**config.mk**
```make
export PLATFORM = sky130hd
export DESIGN_NAME = mod_limit_loader
export DESIGN_NICKNAME = d
export VERILOG_FILES = /design/src/rtl/mod_limit_loader.sv
export SDC_FILE = /design/constraint.sdc
export NUM_CORES = 1
export LEC_CHECK = 0
export BUFFER_PORTS_ARGS = -buffer_cell sky130_fd_sc_hd__buf_2
export CORE_AREA = 2 2 39 41
export CTS_CLUSTER_DIAMETER = 80
export DETAILED_ROUTE_END_ITERATION = 6
export DIE_AREA = 0 0 41 43
export PLACE_DENSITY = 0.58
export SLEW_MARGIN = 20
export SYNTH_ARGS = -nofsm -noshare
export SYNTH_HDL_FRONTEND = slang
export SYNTH_SLANG_ARGS = --single-unit
```
**constraint.sdc**
```tcl
create_clock -name clk -period 2.7 [get_ports clk]
set_clock_uncertainty 0.05 [all_clocks]
set_input_delay 0 -clock clk [delete_from_list [all_inputs] [get_ports clk]]
set_output_delay 0 -clock clk [all_outputs]
set_load 0.005 [all_outputs]
```
**src/rtl/mod_limit_loader.sv**
```systemverilog
// mod_limit_loader: takes a new terminal-count limit through a valid/ready
// handshake, holds it in a shadow register, and applies it to limit_out only
// when the downstream modulus counter wraps (q_in == limit_out). Doing the
// swap at the wrap means the counter always restarts from 0 under the new limit.
// Optional build macro MOD_LIMIT_WRAP_COUNT_EN compiles in the saturating wrap
// counter. Without it, wrap_cnt is tied to 0.
module mod_limit_loader #(
  parameter int unsigned N           = 3,
  parameter int unsigned W           = 8,
  parameter int unsigned RESET_LIMIT = 2**N - 1
) (
  input  logic         clk,
  input  logic         reset_n,
  input  logic         lim_valid,
  input  logic [N-1:0] lim_data,
  output logic         lim_ready,
  input  logic [N-1:0] q_in,
  output logic [N-1:0] limit_out,
  output logic         pending,
  output logic         wrap_pulse,
  output logic [W-1:0] wrap_cnt
);

  typedef enum logic {
    IDLE = 1'b0,
    PEND = 1'b1
  } state_t;

  state_t         state_q, state_d;
  logic [N-1:0]   shadow_q, shadow_d;
  logic [N-1:0]   limit_q, limit_d;
  logic           lim_ready_q, lim_ready_d;
  logic           pending_q, pending_d;
  logic           wrap_pulse_q, wrap_pulse_d;
  logic           wrap_c;
  logic           xfer_c;

  assign wrap_c = (q_in == limit_q);
  assign xfer_c = lim_valid && lim_ready_q;

  // Next-state: capture in IDLE (even on a wrap edge), apply the shadow on a wrap in PEND
  always_comb begin
    state_d      = state_q;
    shadow_d     = shadow_q;
    limit_d      = limit_q;
    wrap_pulse_d = wrap_c;
    case (state_q)
      IDLE: begin
        if (xfer_c) begin
          shadow_d = lim_data;
          state_d  = PEND;
        end
      end
      PEND: begin
        if (wrap_c) begin
          limit_d = shadow_q;
          state_d = IDLE;
        end
      end
      default: state_d = IDLE;
    endcase
    lim_ready_d = (state_d == IDLE);
    pending_d   = (state_d == PEND);
  end

  // State and registered outputs
  always_ff @(posedge clk or negedge reset_n) begin
    if (!reset_n) begin
      state_q      <= IDLE;
      shadow_q     <= '0;
      limit_q      <= N'(RESET_LIMIT);
      lim_ready_q  <= 1'b1;
      pending_q    <= 1'b0;
      wrap_pulse_q <= 1'b0;
    end else begin
      state_q      <= state_d;
      shadow_q     <= shadow_d;
      limit_q      <= limit_d;
      lim_ready_q  <= lim_ready_d;
      pending_q    <= pending_d;
      wrap_pulse_q <= wrap_pulse_d;
    end
  end

  assign lim_ready  = lim_ready_q;
  assign pending    = pending_q;
  assign limit_out  = limit_q;
  assign wrap_pulse = wrap_pulse_q;

`ifdef MOD_LIMIT_WRAP_COUNT_EN
  logic [W-1:0] wrap_cnt_q, wrap_cnt_d;

  // Saturating wrap counter: holds at all-ones instead of rolling over
  always_comb begin
    wrap_cnt_d = wrap_cnt_q;
    if (wrap_c && (wrap_cnt_q != {W{1'b1}})) begin
      wrap_cnt_d = wrap_cnt_q + W'(1);
    end
  end

  // Wrap counter register
  always_ff @(posedge clk or negedge reset_n) begin
    if (!reset_n) begin
      wrap_cnt_q <= '0;
    end else begin
      wrap_cnt_q <= wrap_cnt_d;
    end
  end

  assign wrap_cnt = wrap_cnt_q;
`else
  assign wrap_cnt = {W{1'b0}};
`endif

endmodule

```
==> flow_summary_export.csv <==
group,metric,value,unit
global_routing,grt_pass1_wl,1.08,mm
sta,fin_tns_setup,0,ps
flow_run,drv_cap,0,
setup_path,slowest_stage,"dfstp_2",
drt,wl_per_cell,9.25,um
drt,vias,279,
finish,drive_gt1_share,49.1,%
setup_path,r2r_cells,3,
sta,period_needed,1400,ps
power,p_leak,0.272,nW
global_routing,grt.overflow.total,0,
setup_path,critical_path.startpoint_type,"flop",
sta,setup_viol,0,
logic_synthesis,synth_top_area_share,29.6,%
setup_path,reg2reg_slack,1300,ps
worst_hold_path,hold_start,"q_in[2]",
logic_synthesis,synth_area_per_cell,12.4,um2
die,die_width,41,um
die,dieHeight,43,um
logic_synthesis,ys_async_sr_fraction,100,%
finish,multiInputGateArea,155,um2
setup_path,reg2reg_to,"shadow_q[2]$_DFFE_PN0P_",
drt,vias_per_cell,3.93,
setup_path,criticalPathCategory,"reg -> reg",
clocking,cts_max_level,1,
setup_path,arrival,1490,ps
logic_synthesis,netlist_area,423,um2
global_routing,grt_usage,9.63,%
die,start_util,30.6,%
global_routing,grt_pass1_vias,271,
logic_synthesis,synth-seq-cells,9,
finish,register_area,230,um2
logic_synthesis,yosys.cell_types.count,13,
logic_synthesis,synth_most_common_cell,"buf_4",
sta,rsz0062_at_grt,"false",
sta,timing.final.max_slew_violations,0,
sta,fin_crit_sh,51.7,%
setup_path,crit_fanout,5,
clocking,ctsResizeCount,0,
logic_synthesis,synth_top_area_cell,"dfrtp_1",
setup_path,critPathRequiredTime,2790,ps
clocking,clkSinkCount,9,
sta,max_freq,716,MHz
placed_design,dp_hpwl,505,um
placed_design,gp_congestion,0.668,
logic_synthesis,synth_area_leaders,"dfrtp_1 30%, dfstp_2 25%, mux2_2 16%",
setup_path,critPathCaptureType,"flop",
logic_synthesis,synth_edf_count,0,
clocking,clock_latency,260,ps
logic_synthesis,seq_area_frac_synth,54.4,%
setup_path,cpPeakStageDelay,530,ps
clocking,cts_tree,"yes",
global_routing,antenna_found_initial,0,
finish,syn2layout_area_growth,29.0,%
placed_design,placed_area,479,um2
worst_hold_path,hold_depth,4,
logic_synthesis,synth_common_cells,"8 x buf_4, 6 x mux2_2, 5 x dfrtp_1",
logic_synthesis,synthFlopType,"dfrtp_1",
setup_path,critical_path.cell_chain,"nand2_1 > nor2_1 > mux2_2",
power,power.density,1020,nW/um2
status,status,"complete, no violations",
clocking,cts_root_buffer,"clkbuf_4",
drt,routed_wl,657,um
worst_hold_path,hold_class,"in -> reg",
power,peakVddDrop,0.000393,V
worst_hold_path,worstHoldEndpoint,"lim_ready$_DFF_PN1_",
clocking,clk_transition_reported_paths,60,ps
drt,drcViolationCount,0,
die,core,1380,um2
finish,finalInstanceArea,546,um2
logic_synthesis,synthCells,34,
die,rows,14,
clocking,numCtsBuffers,3,
clocking,cts_setup_buffers,0,
placed_design,io_buffers,14,
finish,nNetsFinal,65,
drt,drtIter0Drc,1,
clocking,cts_hold_buf,4,
setup_path,r2r_start,"lim_ready$_DFF_PN1_",
die,io_pins,23,
clocking,cts_buffer_depth,2,
die,die_area,1760,um2
finish,fill_cells,146,
drt,firstDrtPassIters,2,
global_routing,grt_max_degree,10,
logic_synthesis,yosysWarnings,0,
sta,hold_viol,0,
drt,drtAntennaViolNets,0,
finish,antennaDiodeCount,0,
## cells by family after synthesis
| family | count (synthesis) | share of synthesized area (%) |
|---|---|---|
| flops | 9 | 54.4 |
| buf+inv | 9 | 15.1 |
| mux | 6 | 16.0 |
| simple gates | 4 | 4.44 |
| xor+xnor | 3 | 6.21 |
| compound gates | 2 | 2.96 |
| other cells | 1 | 0.887 |
## cells in the final DEF, fill, tap and decap left out, drive strengths merged
cell type	instances
a21o	1
dlygate4sd3	4
a21oi	1
mux2	6
xnor2	3
dfstp	4
conb	8
nor2	1
dfrtp	5
nand2	1
nand4	1
buf	14
inv	1
clkbuf	4
nand3	1
## sequential cells by signal, indices dropped and copies added (netlist names)
signal	count
pending	1
wrap_pulse	1
lim_ready	1
shadow_q	3
limit_out	3
## power by group
part / total (mW) / switching [mW] / internal [mW]
Combinational: 0.186 / 0.0742 / 0.111
Clock: 0.104 / 0.0472 / 0.0570
Sequential: 0.266 / 0.0418 / 0.225
## per-layer routing
metal  part of all wire [%]  vias up  GRT usage (%)
met4                    2.7        0           8.00
met3                     11        2           3.14
met1                     47      122           12.3
met2                     39       18           12.5
met5                      0        -              0
li1                       -      137              -
## critical path, delay by kind of cell, from the launching register on
family / cells / cell delay, ps
flip-flops: 1 / 530
multiplexers: 1 / 380
AND/OR/NAND/NOR: 2 / 330
## layout make-up
class / instances / area share [%]
Sequential cell: 9 / 42.2
Clock buffer: 4 / 4.82
Inverter: 1 / 0.688
Tap cell: 16 / 3.67
Multi-Input combinational cell: 23 / 28.4
Timing Repair Buffer: 18 / 20.2
## worst max-delay path by stage
stage	from	endpoint	cells past startpoint
finish	lim_ready$_DFF_PN1_	shadow_q[2]$_DFFE_PN0P_	3
floorplan	lim_ready$_DFF_PN1_	shadow_q[0]$_DFFE_PN0P_	3
CTS	lim_ready$_DFF_PN1_	shadow_q[2]$_DFFE_PN0P_	3
global placement	lim_ready$_DFF_PN1_	shadow_q[1]$_DFFE_PN0P_	3
detailed placement	lim_ready$_DFF_PN1_	shadow_q[1]$_DFFE_PN0P_	3
global route	limit_out[2]$_DFFE_PN1P_	limit_out[1]$_DFFE_PN1P_	3
## through the flow
step                      setup WS, ps  util, %  cells  power (mW)  hold WS [ps]
after CTS                         1290     39.4     71       0.567          42.9
after global routing              1240     39.4     71       0.600          84.1
final                             1300     39.4     71       0.556          43.1
after floorplan                   1380        -     41       0.392          -346
after detailed placement          1290     34.6     63       0.455          -184
after global placement            1320     34.6     63       0.452          -189
(Power assumes the default switching activity.)
